===== config.mk =====
export PLATFORM = sky130hd
export DESIGN_NAME = dmem_arbiter
export DESIGN_NICKNAME = d
export VERILOG_FILES = /design/src/rtl/dmem_arbiter.sv
export SDC_FILE = /design/constraint.sdc
export NUM_CORES = 1
export LEC_CHECK = 0
export BUFFER_PORTS_ARGS = -buffer_cell sky130_fd_sc_hd__buf_2
export CAP_MARGIN = 20
export CORE_ASPECT_RATIO = 2
export CORE_MARGIN = 3
export CORE_UTILIZATION = 40
export DETAILED_ROUTE_END_ITERATION = 7
export PLACE_DENSITY_LB_ADDON = 0.08
export REMOVE_ABC_BUFFERS = 1
export SLEW_MARGIN = 20
export SYNTH_ARGS = -nofsm -noshare
export SYNTH_HDL_FRONTEND = slang
export SYNTH_SLANG_ARGS = --single-unit

===== constraint.sdc =====
create_clock -name clock -period 3.1 [get_ports clock]
set_clock_uncertainty 0.05 [all_clocks]
set_input_delay 0.31 -clock clock [delete_from_list [all_inputs] [get_ports clock]]
set_output_delay 0.31 -clock clock [all_outputs]
set_load 0.02 [all_outputs]

===== src/rtl/dmem_arbiter.sv =====
// dmem_arbiter: round-robin core/debug arbiter onto a byte-wide data memory
module dmem_arbiter #(
  parameter int ADDR_W = 32
) (
  input  logic              clock,
  input  logic              reset,
  input  logic              core_req,
  input  logic              core_we,
  input  logic [1:0]        core_size,
  input  logic              core_unsigned,
  input  logic [ADDR_W-1:0] core_addr,
  input  logic [31:0]       core_wdata,
  output logic              core_done,
  output logic [31:0]       core_rdata,
  output logic              core_stall,
  input  logic              dbg_req,
  input  logic              dbg_we,
  input  logic [ADDR_W-1:0] dbg_addr,
  input  logic [7:0]        dbg_wdata,
  output logic [7:0]        dbg_rdata,
  output logic              dbg_ack,
  output logic [ADDR_W-1:0] mem_addr,
  output logic              mem_we,
  output logic              mem_re,
  output logic [7:0]        mem_wdata,
  input  logic [7:0]        mem_rdata
);
  typedef enum logic [1:0] {IDLE, CORE_BEAT, DBG_BEAT, RESP} state_t;
  state_t            state_q, state_d;
  logic [1:0]        beat_q, beat_d, size_q, size_d;
  logic              last_dbg_q, last_dbg_d, gnt_dbg_q, gnt_dbg_d;
  logic              we_q, we_d, uns_q, uns_d, pick_dbg, in_beat;
  logic [ADDR_W-1:0] addr_q, addr_d;
  logic [31:0]       wdata_q, wdata_d, buf_q, buf_d, ext;
  logic [1:0]        last_beat;
  assign in_beat   = (state_q == CORE_BEAT) || (state_q == DBG_BEAT);
  assign last_beat = size_q == 2'd0 ? 2'd0 : size_q == 2'd1 ? 2'd1 : 2'd3;
  // Debug only wins a tie when the core won the previous tie; otherwise whoever asks alone
  assign pick_dbg  = dbg_req & (~core_req | ~last_dbg_q);
  // Next-state: latch the winning request in IDLE, step one byte per beat, one response cycle
  always_comb begin
    state_d    = state_q;
    beat_d     = beat_q;
    size_d     = size_q;
    last_dbg_d = last_dbg_q;
    gnt_dbg_d  = gnt_dbg_q;
    we_d       = we_q;
    uns_d      = uns_q;
    addr_d     = addr_q;
    wdata_d    = wdata_q;
    buf_d      = buf_q;
    case (state_q)
      IDLE: if (core_req || dbg_req) begin
        last_dbg_d = (core_req && dbg_req) ? pick_dbg : last_dbg_q;
        gnt_dbg_d  = pick_dbg;
        we_d       = pick_dbg ? dbg_we : core_we;
        size_d     = pick_dbg ? 2'd0 : core_size;
        uns_d      = core_unsigned;
        addr_d     = pick_dbg ? dbg_addr : core_addr;
        wdata_d    = pick_dbg ? {24'h0, dbg_wdata} : core_wdata;
        beat_d     = 2'd0;
        buf_d      = 32'h0;
        state_d    = pick_dbg ? DBG_BEAT : CORE_BEAT;
      end
      CORE_BEAT, DBG_BEAT: begin
        if (!we_q) buf_d[{beat_q, 3'b000} +: 8] = mem_rdata;
        beat_d  = beat_q + 2'd1;
        state_d = beat_q == last_beat ? RESP : state_q;
      end
      default: state_d = IDLE;
    endcase
  end
  // State register; reset abandons any access without a completion pulse
  always_ff @(posedge clock or negedge reset) begin
    if (!reset) begin
      state_q    <= IDLE;
      beat_q     <= 2'd0;
      size_q     <= 2'd0;
      last_dbg_q <= 1'b1;
      gnt_dbg_q  <= 1'b0;
      we_q       <= 1'b0;
      uns_q      <= 1'b0;
      addr_q     <= '0;
      wdata_q    <= 32'h0;
      buf_q      <= 32'h0;
    end else begin
      state_q    <= state_d;
      beat_q     <= beat_d;
      size_q     <= size_d;
      last_dbg_q <= last_dbg_d;
      gnt_dbg_q  <= gnt_dbg_d;
      we_q       <= we_d;
      uns_q      <= uns_d;
      addr_q     <= addr_d;
      wdata_q    <= wdata_d;
      buf_q      <= buf_d;
    end
  end
  // Extend the captured bytes from the top bit of the requested size
  always_comb begin
    ext = size_q == 2'd0 ? {{24{~uns_q & buf_q[7]}}, buf_q[7:0]} :
          size_q == 2'd1 ? {{16{~uns_q & buf_q[15]}}, buf_q[15:0]} : buf_q;
  end
  assign mem_addr   = in_beat ? addr_q + ADDR_W'(beat_q) : '0;
  assign mem_we     = in_beat & we_q;
  assign mem_re     = in_beat & ~we_q;
  assign mem_wdata  = in_beat ? wdata_q[{beat_q, 3'b000} +: 8] : 8'h0;
  assign core_done  = (state_q == RESP) & ~gnt_dbg_q;
  assign dbg_ack    = (state_q == RESP) & gnt_dbg_q;
  assign core_rdata = (core_done & ~we_q) ? ext : 32'h0;
  assign dbg_rdata  = (dbg_ack & ~we_q) ? buf_q[7:0] : 8'h0;
  assign core_stall = core_req & ~core_done;
endmodule

### After elaboration in Yosys (flattened, before gate mapping)

Cells that the tools add are included.
W data, S select, Z words.

| operators by class | value |
|---|---|
| add/subtract/negate cells | 3 |
| $mul | 0 |
| div/mod/pow operators | 0 |
| magnitude comparators | 0 |
| equality and inequality tests | 8 |
| shifts and indexed selects | 3 |
| muxes and demuxes | 22 |
| bitwise operators | 17 |
| reduce and logical (&&, ||, !) cells | 12 |

Operator list:

| operator | number |
|---|---|
| $mux W32 | 8 |
| $pmux W32 S2 | 1 |
| $add A32 B2 Y32 | 1 |
| $bwmux W32 | 1 |
| $shift A8 B7 Y32 const A | 1 |
| $shiftx A32 B6 Y8 | 1 |
| $shiftx A8 B7 Y32 | 1 |
| $mux W8 | 2 |
| $mux W2 | 7 |
| $and A1 B1 Y1 | 10 |
| $pmux W2 S2 | 2 |
| $neg A5 Y7 | 1 |
| $ne A2 B2 Y1 const B | 3 |
| $not A1 Y1 | 6 |
| $reduce_and A2 Y1 | 3 |
| $reduce_and A3 Y1 | 2 |
| $eq A2 B1 Y1 const B | 2 |
| $eq A2 B2 Y1 const B | 2 |
| $logic_not A2 Y1 | 2 |
| $add A2 B1 Y2 const B | 1 |
| $eq A2 B2 Y1 | 1 |
| $logic_or A1 B1 Y1 | 2 |
| $reduce_bool A2 Y1 | 1 |
| $reduce_or A2 Y1 | 1 |
| 3 further kinds | 3 |

| storage, ports and cells | value |
|---|---|
| bits in registers | 106 |
| latch bits | 0 |
| bits in writable memories | 0 |
| ROM bits | 0 |
| input port bits | 121 |
| output and inout bits | 85 |
| logic and storage cells | 75 |
| memories | 0 |

### Logic depth before layout (Yosys ltp)

Gate-level depths: netlist of the first run.

| depth | value |
|---|---|
| depth in word-level cells | 6 |
| gate-level depth with buffers | 8 |
| depth with buffers taken out | 6 |

### Least setup slack after synthesis of the first run

OpenSTA, ideal clock, no wires.

| path | value |
|---|---|
| kind | register to output |
| start | reg beat_q[1] |
| end | out mem_addr[29] |
| arrival time | 2.284 ns |
| required time | 2.740 ns |
| path slack | 0.456 ns |
| cell stages (with the launch flop) | 7 |
| path buffers | 1 |
| cells stage by stage | dfrtp_1 > ha_1 > a21oi_1 > or4_1 > buf_2 > or4_1 > a21oi_1 |

| on the way | value |
|---|---|
| word-level cells in the longest chain between the ends | 2 |

RTL lines:

| what | line | text |
|---|---|---|
| start: declaration | 30 | `logic [1:0] beat_q, beat_d, size_q, size_d;` |
| start signal: assignment | 88 | `beat_q <= beat_d;` |
| $add A32 B2 Y32 | 104 | `assign mem_addr = in_beat ? addr_q + ADDR_W'(beat_q) : '0;` |
| $mux W32 | 104 |  |
| end: declaration | 22 | `output logic [ADDR_W-1:0] mem_addr,` |

Every way passes these cells.

### Worst setup path in the final report of the first run

| path | value |
|---|---|
| start | reg addr_q[5] |
| end | out mem_addr[27] |

| on the way | value |
|---|---|
| word-level cells in the longest chain between the ends | 2 |

RTL lines:

| what | line | text |
|---|---|---|
| start: declaration | 33 | `logic [ADDR_W-1:0] addr_q, addr_d;` |
| start signal: assignment | 94 | `addr_q <= addr_d;` |
| $add A32 B2 Y32 | 104 |  |
| $mux W32 | 104 |  |

Every way passes these cells.

==> results.py, run 1 <==
metrics = {
    "die": {
        "die_w_um": 93.08,
        "die_area_mm2": 0.01677,
        "ioPinCount": 206,
        "start_util_pct": 40.93,
        "die_h_um": 180.2,
        "coreArea_mm2": 0.01482,
        "row_count": 63,
    },
    "sta": {
        "maxSlewHeadroom_pct": 39.65,
        "fin_crit_ns": 2.973,
        "setup_viol": 0,
        "fmax_ghz": 0.3364,
        "tns_ns": 0,
        "tightestPinTransition_ns": 0.9053,
        "rsz0062_at_grt": "no",
        "slew_viol_final": 0,
        "fin_ws_ns": 0.1270,
        "timing.final.crit_share_pct": 95.90,
        "hold_viol": 0,
    },
    "pwr": {
        "power_density_mw_per_mm2": 970.7,
        "seq_power_share_pct": 31.2,
        "intPower_mw": 3.917,
        "p_leak_nw": 3.641,
        "finalPower_mw": 7.420,
        "power_frac_comb_pct": 54.2,
        "switching_power_mw": 3.502,
        "netSwitchingFraction_pct": 47.21,
        "ir_drop_v": 0.0004412,
        "clkPwrFrac_pct": 14.6,
    },
    "final_layout": {
        "area_growth_pct": 26.01,
        "fillers": 1456,
        "drive_gt1_share_pct": 32.16,
        "final_core_util_pct": 51.58,
        "nets": 974,
        "fin_area_mm2": 0.007644,
    },
    "detailed_routing": {
        "ant_nets": 0,
        "wl_per_cell_um": 17.87,
        "drc_errors": 0,
        "drt_iter0_drc": 173,
        "wl_um": 18680,
        "viasPerCell": 5.349,
        "num_vias": 5590,
        "drtPass1Iterations": 4,
    },
    "placement": {
        "dpl_cell_area_mm2": 0.007348,
        "gp_congestion": 0.8664,
        "preCtsSetupSlack_ns": 0.3927,
        "dp_hpwl_um": 14490,
        "portBuffers": 205,
    },
    "logic_synthesis": {
        "synth_seq_cells": 106,
        "synth.area.top_cells": "dfrtp_1 (43%), mux2i_1 (7.6%), o21ai_0 (6.7%)",
        "synth_common_cells": "dfrtp_1 (105), o21ai_0 (81), nand2_1 (57)",
        "ys.flop_type": "dfrtp_1",
        "yosysTopAreaCell": "dfrtp_1",
        "netlist_area_mm2": 0.006066,
        "ys_types": 43,
        "synth.avg_cell_area_um2": 9.318,
        "synthCells": 651,
        "async_reset_ff_share_pct": 100.0,
        "synth-seq-area-share_pct": 43.75,
        "yosysMostFrequentCell": "dfrtp_1",
        "synth_edf_count": 0,
        "yosysWarnings": 0,
        "synth_top_area_share_pct": 43.32,
    },
    "grt": {
        "grt_usage_pct": 22.22,
        "grt_max_degree": 71,
        "grt_pass1_vias": 5854,
        "overflow": 0,
        "antenna_found_initial": 2,
        "grt_pass1_wl_um": 29360,
    },
    "cts": {
        "tritoncts": "done",
        "insertion_delay_ns": 0.34,
        "cts.path.max_buffers": 2,
        "numCtsBuffers": 9,
        "hold_buffers": 0,
        "path_clk_slew_ns": 0.07,
        "clock_tree.root_cell": "clkbuf_16",
        "clock-sinks": 106,
        "cts_max_level": 3,
    },
    "min_path": {
        "hp-class": "input pin to async pin",
    },
    "critical_path": {
        "cp.required_ns": 2.74,
        "arrival_ns": 2.61,
        "worstSetupStartpointType": "register",
        "r2r_slack_ns": 0.59,
        "cp_max_fo": 7,
        "end_kind": "primary output",
        "worstSetupPathType": "register to primary output",
    },
    "job": {
        "maxCapViolCount": 0,
    },
    "run_status": {
        "run_status": "completed",
    },
}
## state kept, by name, summed over array words and instances (netlist names)
register    flops
addr_q         32
buf_q          32
wdata_q        32
beat_q          2
size_q          2
state_q         2
gnt_dbg_q       1
last_dbg_q      1
uns_q           1
we_q            1
## critical path, stage by stage, from the launching register on
cell	delay [ns]
dfrtp_1	0.44
nand3_1	0.28
or4_1	0.69
or4_1	0.47
a21oi_1	0.19
buf_2	0.19
## power by group through the flow
stage,sequential [mW],combinational (mW),clock (mW)
2_1_floorplan,2.29,2.69,0
3_3_place_gp,2.30,3.98,0
3_5_place_dp,2.33,4.05,0
4_1_cts,2.31,4.06,1.12
5_1_grt,2.38,4.42,1.18
6_report,2.31,4.02,1.09
## area by class of cell
class	instances	area [µm²]	share of cell area, %
clock buffers	9	225.2	2.946
clock inverters	7	51.30	0.6711
repair buffers	228	1201	15.71
diodes	1	2.502	0.03274
multi-input cells	451	3085	40.37
flip-flops and latches	106	2654	34.72
well taps	195	244.0	3.192
inverters	48	180.2	2.357
## path summary, 6_finish.rpt
| path | end | cells after the start | startpoint |
|---|---|---|---|
| setup reg to reg | buf_q[26]$_DFFE_PN0P_ | 6 | state_q[1]$_DFFE_PN0P_ |
| setup / recovery | mem_addr[27] | 5 | addr_q[5]$_DFFE_PN0P_ |
| max in group asynchronous | buf_q[2]$_DFFE_PN0P_ | 2 | reset |
| hold / removal | addr_q[17]$_DFFE_PN0P_ | 1 | reset |
| hold reg to reg | wdata_q[2]$_DFFE_PN0P_ | 2 | wdata_q[2]$_DFFE_PN0P_ |
| min in group clock | wdata_q[24]$_DFFE_PN0P_ | 2 | core_wdata[24] |
## what timing repair did
item                                    4_1_cts  5_1_grt
gates resized for setup                       0        4
buffers inserted                              0        0
endpoints found under the setup margin        0       10
## metal layers
layer  global-route usage [%]  up-vias  routed length [µm]
li1                         -     2701                   -
met1                    23.14     2685                6739
met2                    43.51      176               10590
met3                    3.510       26                 905
met4                    7.457        2                 433
met5                        0        -                  13
## per-stage QoR
stage | std cells | hold WS, ns
detailed placement | 1028 | 0.4222
CTS | 1044 | 0.07054
global route | 1045 | 0.1079
floorplan | 605 | -0.03559
global placement | 1028 | 0.4104
finish | 1045 | 0.02642
## cells by family after synthesis
| group | Yosys count | synth area share [%] |
|---|---|---|
| and+or+nand+nor | 202 | 17.74 |
| AOI/OAI and AO/OA | 171 | 17.66 |
| DFF | 106 | 43.75 |
| buffers and inverters | 94 | 6.064 |
| muxes | 56 | 10.93 |
| xor gates and xnor gates | 13 | 1.877 |
| adders and majority gates | 9 | 1.980 |
## cells in the final DEF (no fill, tap or decap), types with 3 or more instances in the layout
cell type and count:
xnor2_1 10, or3_1 3, and2_1 13, nand2_1 57, o31ai_1 13, mux2i_1 46
a22o_1 26, a21oi_1 35, buf_2 204, and4_1 5, nor2_1 17, inv_6 3
nor4_1 5, xor2_1 3, o21a_1 9, clkbuf_16 9, ha_1 8, dfrtp_1 105
nand3_1 43, nor3_1 19, or4_1 15, nand2b_1 5, o21ai_0 80, buf_4 24
mux4_2 8, inv_1 48, nand4_1 5
No activity file was read; power rests on OpenSTA's default activity.
==> run 2: changes to the inputs <==
CORE_MARGIN = default   (was 3)
PLACE_DENSITY = 0.66   (was default)
PLACE_DENSITY_LB_ADDON = default   (was 0.08)
==> results.py, run 2 (synthesis results as in run 1) <==
metrics = {
    "run_status": {
        "run_status": "finished, violations left",
        "failed_checks": "negative hold slack",
    },
    "cts": {
        "hold_buffers": 0,
        "insertion_delay_ns": 0.35,
        "cts_max_level": 3,
        "postCtsSetupRepairBufs": 0,
        "cts.path.max_buffers": 2,
        "path_clk_slew_ns": 0.08,
        "tritoncts": "done",
        "clock_tree.root_cell": "clkbuf_16",
        "clock-sinks": 106,
        "numCtsBuffers": 9,
    },
    "final_layout": {
        "instances_no_fill": 1037,
        "area_growth_pct": 26.36,
        "nets": 967,
        "final_core_util_pct": 51.72,
        "drive_gt1_share_pct": 31.47,
        "diodes": 0,
        "fin_area_mm2": 0.007665,
        "largest_registers": "addr_q x32, buf_q x32, wdata_q x32",
        "final_common_cell": "buf_2",
        "layout_common_cells": "buf_2 (204), dfrtp_1 (105), o21ai_0 (80), nand2_1 (57), inv_1 (48)",
        "fillers": 1482,
    },
    "grt": {
        "overflow": 0,
        "grt_usage_pct": 21.58,
        "grt_pass1_wl_um": 25450,
        "antenna_found_initial": 0,
        "grt_pass1_vias": 5136,
        "grt_max_degree": 79,
    },
    "critical_path": {
        "worstSetupStartpointType": "register",
        "cp_max_fo": 13,
        "end_kind": "primary output",
        "worstSetupPathType": "register to primary output",
        "path_cells": "buf_4 > fa_2 > nand4_1 > or3_4 > or4_1 > a21oi_1 > buf_2",
        "arrival_ns": 2.54,
        "critPathMaxStageDelay_ns": 0.44,
        "crit_buf_inv": 2,
        "cp_top_family": "simple AND/OR/NAND/NOR gates",
        "slowest_stage": "or3_4",
        "cp.required_ns": 2.74,
    },
    "pwr": {
        "ir_drop_v": 0.0004981,
        "p_leak_nw": 3.643,
        "power_density_mw_per_mm2": 976.0,
    },
    "placement": {
        "dp_hpwl_um": 12640,
        "place_inst": 1021,
        "portBuffers": 205,
        "gp_congestion": 0.7979,
        "dpl_cell_area_mm2": 0.007321,
    },
    "die": {
        "die_area_mm2": 0.01569,
        "coreArea_mm2": 0.01482,
        "row_count": 63,
        "ioPinCount": 206,
        "die_w_um": 89.08,
        "start_util_pct": 40.93,
        "die_h_um": 176.2,
    },
    "job": {
        "maxCapViolCount": 0,
    },
    "detailed_routing": {
        "wl_um": 16520,
        "viasPerCell": 5.178,
        "num_vias": 5370,
        "drtPass1Iterations": 4,
        "ant_nets": 0,
        "drc_errors": 0,
        "wl_per_cell_um": 15.93,
        "drt_iter0_drc": 168,
    },
    "sta": {
        "fin_crit_ns": 2.904,
        "maxSlewHeadroom_pct": 47.83,
        "slew_viol_final": 0,
        "hold_viol": 32,
        "setup_viol": 0,
        "fmax_ghz": 0.3443,
        "tightestPinTransition_ns": 0.7826,
        "timing.final.crit_share_pct": 93.68,
        "rsz0062_at_grt": "no",
        "fin_hold_ws_ns": -0.03420,
    },
    "min_path": {
        "hp-class": "input pin to async pin",
    },
}
run 2: cell types whose count changed in the layout (fill, tap and decap cells not counted), moves of 2 or more:
cell,before,now
buf_4,24,15
buf_12,0,2
bufinv_16,0,2
clkinv_2,2,0
inv_8,0,2
run 2: timing repair:
item | in CTS | in global routing
endpoints found under the setup margin | 0 | 6
resized for setup | 0 | 3
hold endpoints to repair | 0 | 0
run 2: final timing paths:
path / from / end / slack [ns] / cells past startpoint
worst min-delay path: reset / addr_q[18]$_DFFE_PN0P_ / -0.03 / 1
worst max register to register: state_q[0]$_DFFE_PN0P_ / buf_q[31]$_DFFE_PN0P_ / 0.71 / 7
worst max-delay path: beat_q[1]$_DFFE_PN0P_ / mem_addr[30] / 0.20 / 7
worst min register to register: wdata_q[0]$_DFFE_PN0P_ / wdata_q[0]$_DFFE_PN0P_ / 0.44 / 2
min in group clock: core_wdata[23] / wdata_q[23]$_DFFE_PN0P_ / 0.12 / 2
max in group asynchronous: reset / last_dbg_q$_DFFE_PN1P_ / 2.23 / 2
run 2: cell type report:
type | count | area, µm² | share of cell area, %
tap | 195 | 244.0 | 3.183
clock inverter | 7 | 107.6 | 1.404
inverter | 48 | 180.2 | 2.351
timing repair buffer | 221 | 1174 | 15.31
multi-input combinational | 451 | 3080 | 40.19
clock buffer | 9 | 225.2 | 2.938
sequential | 106 | 2654 | 34.62
run 2: where the power goes:
group | total (mW) | switching (mW) | internal [mW]
Clock | 1.28 | 0.550 | 0.726
Combinational | 3.87 | 2.40 | 1.47
Sequential | 2.34 | 0.458 | 1.88
Total | 7.48 | 3.41 | 4.07
run 2: worst register-to-register path, delay by kind of cell (launching register included):
kind / cells / cell delay, ns
buffers and inverters: 2 / 0.31
AO/OA/AOI/OAI: 2 / 0.75
adder cells (fa/ha/maj): 1 / 0.56
AND/OR/NAND/NOR: 2 / 0.29
flip-flops: 1 / 0.36
run 2: per-stage QoR:
step	total power, mW	TNS (ns)	setup slack, ns
after floorplan	4.978	-270.64	-4.957
after CTS	7.578	0	0.07786
after global routing	8.066	0	0.02089
after detailed placement	6.292	0	0.4595
final	7.481	0	0.1958
after global placement	6.222	0	0.4925
run 2: layer usage:
metal	part of all wire, %	global-route usage, %
met5	0	0
met2	55	41.03
met3	3.4	2.712
met4	3.1	9.524
met1	38	22.81
